$ cat src/rtl/step_ramp_gen.sv
// step_ramp_gen: trapezoidal step-rate generator for a stepper motor.
// Each step toggles rotate_pulse. Step periods shrink from period_start
// toward period_min by accel_delta per step, cruise at period_min, then
// grow back symmetrically so the move ends at period_start.
module step_ramp_gen #(
    parameter int STEP_W = 16,
    parameter int PER_W  = 24
) (
    input  logic              clk,
    input  logic              rst_n,
    input  logic              start,
    input  logic              stop,
    input  logic              abort,
    input  logic              dir_in,
    input  logic [STEP_W-1:0] step_count,
    input  logic [PER_W-1:0]  period_start,
    input  logic [PER_W-1:0]  period_min,
    input  logic [PER_W-1:0]  accel_delta,
    output logic              rotate_pulse,
    output logic              direction,
    output logic              busy,
    output logic              done,
    output logic [STEP_W-1:0] steps_done
);

    typedef enum logic [1:0] {
        IDLE   = 2'd0,
        ACCEL  = 2'd1,
        CRUISE = 2'd2,
        DECEL  = 2'd3
    } state_t;

    state_t state_q, state_d;

    // Move parameters latched on start, and the running move state
    logic              dir_q,        dir_d;
    logic [STEP_W-1:0] rem_q,        rem_d;         // steps still to issue
    logic [STEP_W-1:0] ramp_q,       ramp_d;        // steps taken while accelerating
    logic [STEP_W-1:0] steps_done_q, steps_done_d;
    logic [PER_W-1:0]  per_cur_q,    per_cur_d;     // period of the step in progress
    logic [PER_W-1:0]  per_start_q,  per_start_d;
    logic [PER_W-1:0]  per_min_q,    per_min_d;
    logic [PER_W-1:0]  delta_q,      delta_d;
    logic [PER_W-1:0]  el_q,         el_d;          // cycles elapsed since last toggle
    logic              rot_q,        rot_d;
    logic              done_q,       done_d;

    // Combinational helpers
    logic [PER_W-1:0]  eff_min;
    logic [PER_W-1:0]  eff_start;
    logic [PER_W:0]    el_inc;
    logic              tick;
    logic [PER_W-1:0]  acc_per;
    logic [STEP_W-1:0] rem_new;
    logic [STEP_W-1:0] ramp_new;
    logic [STEP_W-1:0] stop_rem;

    // Periods below 2 cycles cannot be produced by the counter; clamp them.
    function automatic logic [PER_W-1:0] clamp_min2(input logic [PER_W-1:0] p);
        return (p < PER_W'(2)) ? PER_W'(2) : p;
    endfunction

    // Saturating p - d, never below lo.
    function automatic logic [PER_W-1:0] ramp_down(input logic [PER_W-1:0] p,
                                                   input logic [PER_W-1:0] d,
                                                   input logic [PER_W-1:0] lo);
        logic [PER_W-1:0] s;
        s = (p > d) ? (p - d) : '0;
        return (s < lo) ? lo : s;
    endfunction

    // Saturating p + d, never above hi.
    function automatic logic [PER_W-1:0] ramp_up(input logic [PER_W-1:0] p,
                                                 input logic [PER_W-1:0] d,
                                                 input logic [PER_W-1:0] hi);
        logic [PER_W:0] s;
        s = {1'b0, p} + {1'b0, d};
        return (s > {1'b0, hi}) ? hi : s[PER_W-1:0];
    endfunction

    // Effective periods to latch: both at least 2, start never faster than cruise
    always_comb begin
        eff_min   = clamp_min2(period_min);
        eff_start = clamp_min2(period_start);
        if (eff_start < eff_min) begin
            eff_start = eff_min;
        end
    end

    // Period counter compare and per-step arithmetic
    always_comb begin
        el_inc   = {1'b0, el_q} + (PER_W+1)'(1);
        tick     = (el_inc >= {1'b0, per_cur_q});
        acc_per  = ramp_down(per_cur_q, delta_q, per_min_q);
        rem_new  = rem_q - STEP_W'(1);
        ramp_new = ramp_q + STEP_W'(1);
    end

    // State register
    always_ff @(posedge clk or negedge rst_n) begin
        if (!rst_n) begin
            state_q <= IDLE;
        end else begin
            state_q <= state_d;
        end
    end

    // Next-state and next-datapath logic
    always_comb begin
        state_d      = state_q;
        dir_d        = dir_q;
        rem_d        = rem_q;
        ramp_d       = ramp_q;
        steps_done_d = steps_done_q;
        per_cur_d    = per_cur_q;
        per_start_d  = per_start_q;
        per_min_d    = per_min_q;
        delta_d      = delta_q;
        el_d         = el_q;
        rot_d        = rot_q;
        done_d       = 1'b0;
        stop_rem     = '0;

        if (state_q == IDLE) begin
            // abort in IDLE does nothing itself but still masks a start
            if (start && !abort) begin
                if (step_count != '0) begin
                    state_d      = ACCEL;
                    dir_d        = dir_in;
                    rem_d        = step_count;
                    ramp_d       = '0;
                    steps_done_d = '0;
                    per_start_d  = eff_start;
                    per_min_d    = eff_min;
                    delta_d      = accel_delta;
                    per_cur_d    = eff_start;
                    el_d         = '0;
                end else begin
                    done_d = 1'b1;
                end
            end
        end else if (abort) begin
            // Immediate halt: no toggle on this edge and no done pulse
            state_d = IDLE;
            el_d    = '0;
        end else begin
            if (tick) begin
                el_d         = '0;
                rot_d        = ~rot_q;
                steps_done_d = steps_done_q + STEP_W'(1);
                rem_d        = rem_new;
                if (rem_new == '0) begin
                    state_d = IDLE;
                    done_d  = 1'b1;
                end else begin
                    case (state_q)
                        ACCEL: begin
                            ramp_d = ramp_new;
                            if (rem_new <= ramp_new) begin
                                // Mirror point reached mid-ramp: repeat the last
                                // accel period, then climb back out.
                                state_d = DECEL;
                            end else begin
                                per_cur_d = acc_per;
                                if (acc_per == per_min_q) begin
                                    state_d = CRUISE;
                                end
                            end
                        end
                        CRUISE: begin
                            if (rem_new <= ramp_q) begin
                                state_d   = DECEL;
                                per_cur_d = ramp_up(per_cur_q, delta_q, per_start_q);
                            end
                        end
                        default: begin
                            per_cur_d = ramp_up(per_cur_q, delta_q, per_start_q);
                        end
                    endcase
                end
            end else begin
                el_d = el_q + PER_W'(1);
                // No ramp possible (already at cruise, or zero delta)
                if (state_q == ACCEL && (per_cur_q == per_min_q || delta_q == '0)) begin
                    state_d = CRUISE;
                end
            end

            // Controlled stop: shorten the move to a mirror of the ramp so far
            if (stop && (state_d == ACCEL || state_d == CRUISE)) begin
                stop_rem = (rem_d < ramp_d) ? rem_d : ramp_d;
                if (stop_rem == '0) begin
                    state_d = IDLE;
                    done_d  = 1'b1;
                end else begin
                    rem_d     = stop_rem;
                    state_d   = DECEL;
                    per_cur_d = ramp_up(per_cur_d, delta_q, per_start_q);
                end
            end
        end
    end

    // Datapath and latched-parameter registers
    always_ff @(posedge clk or negedge rst_n) begin
        if (!rst_n) begin
            dir_q        <= 1'b0;
            rem_q        <= '0;
            ramp_q       <= '0;
            steps_done_q <= '0;
            per_cur_q    <= '0;
            per_start_q  <= '0;
            per_min_q    <= '0;
            delta_q      <= '0;
            el_q         <= '0;
            rot_q        <= 1'b0;
            done_q       <= 1'b0;
        end else begin
            dir_q        <= dir_d;
            rem_q        <= rem_d;
            ramp_q       <= ramp_d;
            steps_done_q <= steps_done_d;
            per_cur_q    <= per_cur_d;
            per_start_q  <= per_start_d;
            per_min_q    <= per_min_d;
            delta_q      <= delta_d;
            el_q         <= el_d;
            rot_q        <= rot_d;
            done_q       <= done_d;
        end
    end

    // Outputs
    always_comb begin
        rotate_pulse = rot_q;
        direction    = dir_q;
        busy         = (state_q != IDLE);
        done         = done_q;
        steps_done   = steps_done_q;
    end

endmodule

$ cat config.mk
export PLATFORM = sky130hd
export DESIGN_NAME = step_ramp_gen
export DESIGN_NICKNAME = d
export VERILOG_FILES = /design/src/rtl/step_ramp_gen.sv
export SDC_FILE = /design/constraint.sdc
export NUM_CORES = 1
export LEC_CHECK = 0
export CAP_MARGIN = 30
export CORE_AREA = 2 2 353 215
export DETAILED_ROUTE_END_ITERATION = 16
export DIE_AREA = 0 0 355 217
export SYNTH_ARGS = -nofsm -noshare
export SYNTH_HDL_FRONTEND = slang
export SYNTH_SLANG_ARGS = --single-unit
$ cat constraint.sdc
create_clock -name clk -period 21.7 [get_ports clk]
set_clock_uncertainty 0.15 [all_clocks]
set_input_delay 4.34 -clock clk [delete_from_list [all_inputs] [get_ports clk]]
set_output_delay 4.34 -clock clk [all_outputs]
set_load 0.005 [all_outputs]
Yosys cells after proc, flatten, opt, wreduce, memory -nomap -nowiden:

Index checks and enable logic that the tools add are counted.

* add/sub/neg operators: 8
* $lt $le $gt $ge: 11
* equal/unequal tests: 9
* mux-type cells: 70
* bitwise logic cells: 3
* reductions and logical operators: 18

Operators by type and width (number)
* 2-to-1 mux 24 bit: 24
* 2-to-1 mux 16 bit: 22
* adder 24 x 24 -> 25 bit: 2
* greater-than comparator 25 x 24 -> 1 bit: 2
* == test 24 bit: 2
* less-than comparator 24 x 2 -> 1 bit, second input constant: 2
* less-than comparator 24 bit: 2
* one-hot mux 24 bit (2 select lines): 1
* adder 16 x 1 -> 16 bit, second input constant: 2
* <= comparator 16 bit: 2
* zero test 16 bit: 2
* 2-to-1 mux 2 bit: 14
* adder 24 x 1 -> 25 bit, second input constant: 1
* >= comparator 25 x 24 -> 1 bit: 1
* adder 24 x 1 -> 24 bit, second input constant: 1
* greater-than comparator 24 bit: 1
* zero test 24 bit: 1
* subtractor 24 bit: 1
* less-than comparator 16 bit: 1
* nonzero test 16 bit: 1
* subtractor 16 x 1 -> 16 bit, second input constant: 1
* AND reduction 3 bit: 3
* 2-to-1 mux 1 bit: 8
* inequality test 2 x 1 -> 1 bit, second input constant: 3
* 11 further kinds: 19

* register bits after elaboration: 173
* bits of input ports: 94
* output and inout port bits: 20

Longest topological paths before layout:

Gate-level depths: netlist of run 1.

* depth after elaboration: 18
* gate-level depth with buffers: 51
* depth with buffers taken out: 49

Worst setup path before layout of run 1:

Ideal clock, no wire load.

* path kind: register to register
* start: reg per_cur_q[0]
* end: reg per_cur_q[11]
* library setup time: 0.118 ns
* arrival time: 9.889 ns
* data required time: 21.432 ns
* path slack: 11.543 ns
* cell stages (with the launch flop): 50
* path buffers: 7
* period minus slack after synthesis: 10.157 ns
* path through: dfrtp_1 inv_1 ha_1 inv_1 fa_1 a211oi_2 o21ai_0 and4_4 o31a_4 o21ai_2 buf_2 buf_2 buf_1 nor3_1 ha_1 nand3_1 nor4_1 nand3_1 [... 14 more ...] a2111oi_0 o31a_1 o21ai_0 nor2b_1 o21ai_0 a21oi_1 xnor2_1 ha_1 nand3_1 nor2_1 o21ai_0 a21oi_1 a311o_1 clkbuf_1 clkbuf_1 mux2i_1 o221ai_1 a21o_1

* longest elaborated chain between the ends: 18
* elaborated cells on any way between the ends: 48
* those cells by class: add/sub: 3; order compare: 6; eq/ne: 4; mux: 30; reduce/logical: 5

RTL lines
* from (decl): RTL line 40 `logic [PER_W-1:0] per_cur_q, per_cur_d;`
* from (signal assigned): RTL line 223 `per_cur_q <= per_cur_d;`
* branches (longest 15 deep; another with adder 24 x 24 -> 25 bit)
* 2-to-1 mux 24 bit *: RTL line 190 `if (stop && (state_d == ACCEL || state_d == CRUISE)) begin`
* 2-to-1 mux 24 bit *: RTL line 142 `end else if (abort) begin`
* 2-to-1 mux 24 bit *: RTL line 124 `if (state_q == IDLE) begin`

Every way passes the cells marked *. The select of a mux whose other input is x is not followed.
A chain may end at the register's enable or synchronous reset.

Worst setup path in the final report of run 1:

* start: reg per_cur_q[15]
* end: reg per_cur_q[13]

The elaborated chain is that of the path after synthesis.

==> results of run 1 <==
sequential cells by signal (all words and copies together) (netlist names), 2 cells and up:
register and count:
delta_q 24, el_q 24, per_cur_q 24, per_min_q 24, per_start_q 24, ramp_q 16, rem_q 16, steps_done 16
state_q 2
cell usage after synthesis, types with 13 or more instances:
library cell / count / share of area (%)
a211oi_1: 21 / 0.77
a21o_1: 69 / 2.5
a21oi_1: 161 / 3.9
a22o_1: 35 / 1.5
a22oi_1: 13 / 0.48
and2_1: 16 / 0.49
and3_1: 29 / 0.88
buf_2: 17 / 0.41
clkbuf_1: 109 / 2.0
dfrtp_1: 173 / 21
ha_1: 246 / 15
inv_1: 191 / 3.5
mux2i_1: 80 / 3.9
nand2_1: 250 / 4.6
nand2b_1: 30 / 0.91
nand3_1: 75 / 1.8
nand4_1: 50 / 1.5
nor2_1: 195 / 3.6
nor2b_1: 18 / 0.55
nor3_1: 48 / 1.2
nor4_1: 47 / 1.4
o211ai_1: 20 / 0.73
o21a_1: 27 / 0.99
o21ai_0: 178 / 4.3
o21bai_1: 22 / 0.80
o221ai_1: 19 / 0.81
o22ai_1: 39 / 1.2
o31ai_1: 18 / 0.66
or3_1: 13 / 0.40
xnor2_1: 118 / 5.0
xor2_1: 47 / 2.0
kinds of logic after synthesis:
kind of cell	after synthesis	synth area share, %
AO/OA/AOI/OAI	760	25.21
XOR/XNOR	165	7.043
AND/OR/NAND/NOR	840	20.36
buffers and inverters	337	6.543
multiplexers	90	4.451
flip-flops	173	21.10
adder cells (fa/ha/maj)	249	15.29
cell type report:
type                            count  area share (%)
Clock buffer                       18           1.882
Antenna cell                        1         0.01073
Inverter                          194           3.121
Clock inverter                     14          0.8419
Timing Repair Buffer              148           6.333
Tap cell                         1000           5.363
Multi-Input combinational cell   2104           63.89
Sequential cell                   173           18.55
final timing paths:
kind                                    start         endpoint  slack [ns]  cells after the start
worst min-delay path             rotate_pulse     rotate_pulse        0.33                      1
min in group asynchronous               rst_n          el_q[7]        3.61                      1
max in group asynchronous               rst_n  per_start_q[20]       16.88                      3
worst max-delay path            per_cur_q[15]    per_cur_q[13]        9.16                     43
worst min register to register   rotate_pulse     rotate_pulse        0.33                      1
worst max register to register  per_cur_q[15]    per_cur_q[13]        9.16                     43
stage by stage:
| step | setup WS (ns) | hold WS (ns) | area (sq um) | util [%] | cells |
|---|---|---|---|---|---|
| after global placement | 9.593 | 0.3131 | 22550 | 30.32 | 3610 |
| final | 9.160 | 0.3292 | 23330 | 31.37 | 3652 |
| after floorplan | 11.54 | 0.3193 | 20520 | - | 2614 |
| after CTS | 9.440 | 0.3303 | 23240 | 31.26 | 3645 |
| after detailed placement | 9.494 | 0.3144 | 22610 | 30.40 | 3613 |
| after global routing | 8.530 | 0.3579 | 23330 | 31.37 | 3651 |
critical path, delay by kind of cell, from the launching register on:
kind	cells	cell delay, ns
compound gates	27	7.51
fa+ha+maj	4	1.66
simple gates	5	1.05
buf+inv	4	0.82
flops	1	0.54
mux	2	0.40
xor+xnor	1	0.26
metal layers:
metal / routed length, microns / vias up / share of wire [%] / GRT usage, %
met4: 1251 / 4 / 1.4 / 3.220
met1: 45120 / 10190 / 49 / 37.64
met5: 32 / - / 0.035 / 0
met3: 13620 / 79 / 15 / 9.493
li1: - / 9568 / - / -
met2: 31530 / 1264 / 34 / 27.77
==> results.txt, run 1 <==
- First-pass GRT wire length: 133200 microns
- Required time at the endpoint of the critical path: 21.94 ns
- The via count of the first global-routing pass is 18840.
- Adding up every negative setup slack in the final design gives 0 ns.
* DRC marker count from the first detailed-route iteration: 2869
* Routed vias: 21100
- For this design the top-level I/O count stands at 114.
- Floorplan die area: 0.07704 sq mm
- Post-DRT Antenna Nets: 0
* Setup repair after global routing missed its margin: no
- The final critical path takes up 57.79% of the cycle.
* CTS clk-pin slew, worst paths: 0.08 ns
* Crit path time final: 12.54 ns
- TritonCTS buffer count: 17
- Entering global routing, the biggest net connects 111 pins.
- The flow ran to the end, and the final reports show no timing, DRC or antenna violations.
- The average instance in the mapped netlist occupies 7.850 sq um.
- The netlist uses 100 different library cells.
* Seq cells post-synth: 173
- Area taken by flip-flops and latches: 0.004329 sq mm
* Max-cap violations: 0
* Detailed-router iteration count before antenna repair: 6
- Core outline area: 0.07437 sq mm
* Gr usage total: 23.33%
- Final net count: 2981
* HPWL after detailed placement: 73710 microns
* Number of warnings issued by yosys: 0
- The H-tree was split into 4 levels.
- From synthesis to final layout, the design area changed by 13.71%.
* Worst-Margin Slew: 1.167 ns
- Hold Violations, Final: 0
- Setup violations remaining at the end of the flow were counted as 0.
- The total overflow left after global routing is 0.
- Cells resized by post-CTS repair: 0
- Commonest non-fill, non-tap cell in the layout: nand2_1
* Post-CTS Hold Fix Bufs: 0
- Main flop type after synthesis: dfrtp_1
- TritonCTS built the clock tree.
- Filler cell count: 7996
- The multi-input combinational cells in the finished layout cover a total of 0.01491 sq mm.
* Type of the most critical hold path: reg -> reg
- In the synthesized netlist the async set-or-reset flop fraction comes to 100.0%.
- The initialized floorplan defines 78 standard-cell rows.
- The most numerous cell type found on the critical path is a21o_1.
* Wire length reported by the detailed router: 91560 microns
* Number of antenna violations at the first check in global routing: 3
- The congestion estimate from routability-driven global placement came to 1.033.
- Type of the worst setup path: reg -> reg
* F_max: 79.75 MHz
* Maximum root-to-sink buffer count: 2
- Detail-routed via count per cell: 5.778
- CP endpoint kind: flop
- Post-CTS Setup Bufs: 0
* Initial core utilization: 27.59%
- In this run the cell area of the synthesized design comes to 0.02052 sq mm.
- The die is 355 microns wide.
- After detailed routing, the average wire length per cell comes to 25.07 microns.
* Peak fanout along the critical path: 18
- At the later pin of the worst-skew pair, clock insertion delay measures 0.49 ns.
* Sequential element share of the synthesized area: 21.10%
* Worst rel slew slack: 21.67%
- The top cell types in the final layout, fill and taps aside, are nand2_1, ha_1, nor2_1.
* Vertical die dimension: 217 microns
- After detailed routing, the number of remaining DRC violations is 0.
- After technology mapping, the gate count stands at 2614.
- Yosys mapped a number of flops with a built-in enable equal to 0.
* # port buffers: 113
* Arrival time at the worst endpoint: 12.78 ns
- Number of max-slew violations in the final report: 0
* Clock sinks: 173
* Layout cells sized above 1: 5.809%
- Root buffer cell: clkbuf_16
- On the worst path, the slowest cell contributes a delay of 0.65 ns.
* Post-Syn Nets: 2957
* Startpoint Class: flop
- On the critical path, the stage with the largest delay is an instance of ha_1.
Power of run 1 is left out: the tool's default activity adds up to more than one toggle a clock period on the data nets, which glitch-free logic cannot reach.
==> inputs of run 2 (changes only) <==
Clock period 21.7 ns to 10.1 ns, I/O delays scaled along.
==> results.txt, run 2 (synthesis gave the netlist of run 1 again) <==
* DRC marker count from the first detailed-route iteration: 3243
* F_max: 100.8 MHz
- CP endpoint kind: flop
- The tree built by TritonCTS fans out to 173 sinks.
- CTS clk-pin slew, worst paths: 0.08 ns
* Detailed-router iteration count before antenna repair: 8
* Min-Delay Startpoint: rotate_pulse
* # port buffers: 113
- Vias in the first global route: 20340
- Cell occurring most often along the worst timing path: a21o_1
- Row generation in the floorplan step produced 78 rows.
- TritonCTS buffer count: 17
- The initial utilization of the core area, before any placement, comes to 27.59%.
- Leading cell types in the layout, fill and taps excluded: buf_4, nand2_1, ha_1
- Final design utilization: 35.36%
- Dividing the detail-routed wire length by the instance count gives 24.19 microns.
- CTS placed an instance of clkbuf_16 at the clock tree root.
- On the worst path, the slowest cell contributes a delay of 0.46 ns.
- Core outline area: 0.07437 sq mm
* Hold Violations, Final: 0
* Maximum root-to-sink buffer count: 2
* Area taken by flip-flops and latches: 0.004334 sq mm
- The first global-routing pass estimated 138600 microns of wire.
* Crit path time final: 9.924 ns
* Setup repair after global routing missed its margin: yes
* Number of top-level pins: 114
- In the finished design, the share of the clock period the worst path needs comes to 98.26%.
- HPWL after detailed placement: 78050 microns
- Post-DRT Antenna Nets: 0
* Detail-routed via count per cell: 5.652
- Worst-Margin Slew: 1.080 ns
* Final Wtd Congestion: 1.056
- Setup violations remaining at the end of the flow were counted as 0.
- Required time at the endpoint of the critical path: 10.33 ns
- Leaving out fill and tap cells, the most frequent cell in the layout is buf_4.
* Type of the worst setup path: reg -> reg
- TritonCTS clock tree: done
* Launching instance or port of the critical path: per_cur_q[2]
- For the worst-skew pair, the clock arrives at the later sink with an insertion delay of 0.49 ns.
- Total overflow reported by the global router: 0
* Startpoint Class: flop
- Max-cap violations: 0
- Pin count of the biggest net entering global routing: 112
- Gr usage total: 24.21%
- The number of antenna violations at the first check in global routing came to 2.
- Result of the run: finished, final reports clean
- After detailed routing, the number of remaining DRC violations is 0.
* Filler cell count: 7768
- Wire length reported by the detailed router: 96120 microns
- Routed vias: 22460
- The worst register-to-register path begins at per_cur_q[2].
- Layout cells sized above 1: 19.21%
* Worst reg-to-reg path cell count: 50
- The multi-input combinational cells in the finished layout cover a total of 0.01543 sq mm.
- From left edge to right edge, the die measures 355 microns.
- CP max-delay cell: dfrtp_2
- The area growth from synthesis to layout is 28.16%.
- The H-tree was split into 4 levels.
- The number of pins with negative max-slew slack in the final report was 0.
- Min-Delay Endpoint: rotate_pulse
- Peak fanout along the critical path: 8
- Arrival time at the worst endpoint: 10.16 ns
- Final net count: 3303
- Depth of the worst hold-timing path: 1
- The endpoint identified for the worst register-to-register timing path is per_cur_q[11].
* Type of the most critical hold path: reg -> reg
* Vertical die dimension: 217 microns
- Worst rel slew slack: 25.95%
- Register-to-register setup slack: 0.18 ns
- The die covers 0.07704 sq mm.
[run 2: worst max-delay path by stage]
stage	slack, ns	endpoint
after floorplan	0.11	per_cur_q[15]
after global placement	-0.56	per_cur_q[14]
after detailed placement	-0.54	per_cur_q[11]
after CTS	0.02	per_cur_q[16]
after global routing	-0.20	per_cur_q[8]
final	0.18	per_cur_q[11]
[run 2: critical path, delay by kind of cell, from the launching register on]
| kind | cells | cell delay (ns) |
|---|---|---|
| xor gates and xnor gates | 1 | 0.11 |
| and+or+nand+nor | 9 | 1.32 |
| adders and majority gates | 4 | 1.30 |
| buffers and inverters | 8 | 1.40 |
| AOI/OAI and AO/OA | 27 | 4.91 |
| DFF | 1 | 0.46 |
| muxes | 1 | 0.17 |
[run 2: final cells by class]
cell class                      count  share of cell area [%]
Inverter                          194                   2.769
Antenna cell                        1                0.009516
Clock inverter                     15                  0.7422
Clock buffer                       17                   1.618
Timing Repair Buffer              470                   14.95
Tap cell                         1000                   4.758
Sequential cell                   173                   16.48
Multi-Input combinational cell   2104                   58.67
[run 2: routing by layer]
metal,part of all wire (%),GRT usage (%),vias up
met1,46,37.43,10830
met3,16,10.36,76
met2,36,29.97,1356
met5,0,0,-
met4,1.5,4.421,0
li1,-,-,10200
[run 2: per-stage QoR]
stage	TNS [ns]	instances	area [sq um]	hold slack, ns	setup slack, ns
floorplan	0	2614	20520	0.3193	0.1135
global placement	-12.02	3909	24840	0.3153	-0.5576
detailed placement	-10.87	3910	24840	0.3197	-0.5368
CTS	0	3944	25550	0.3399	0.01645
global route	-3.292	3973	26300	0.3418	-0.2026
finish	0	3974	26300	0.3298	0.1756
[run 2: what timing repair did]
action / in CTS / in global routing
hold endpoints to repair: 0 / 0
hold buffers: 0 / 0
pin swaps: 4 / 74
buffers inserted: 2 / 26
cloned: 0 / 1
resized for setup: 21 / 118
endpoints found under the setup margin: 24 / 24
Power of run 2 is left out for the same reason.
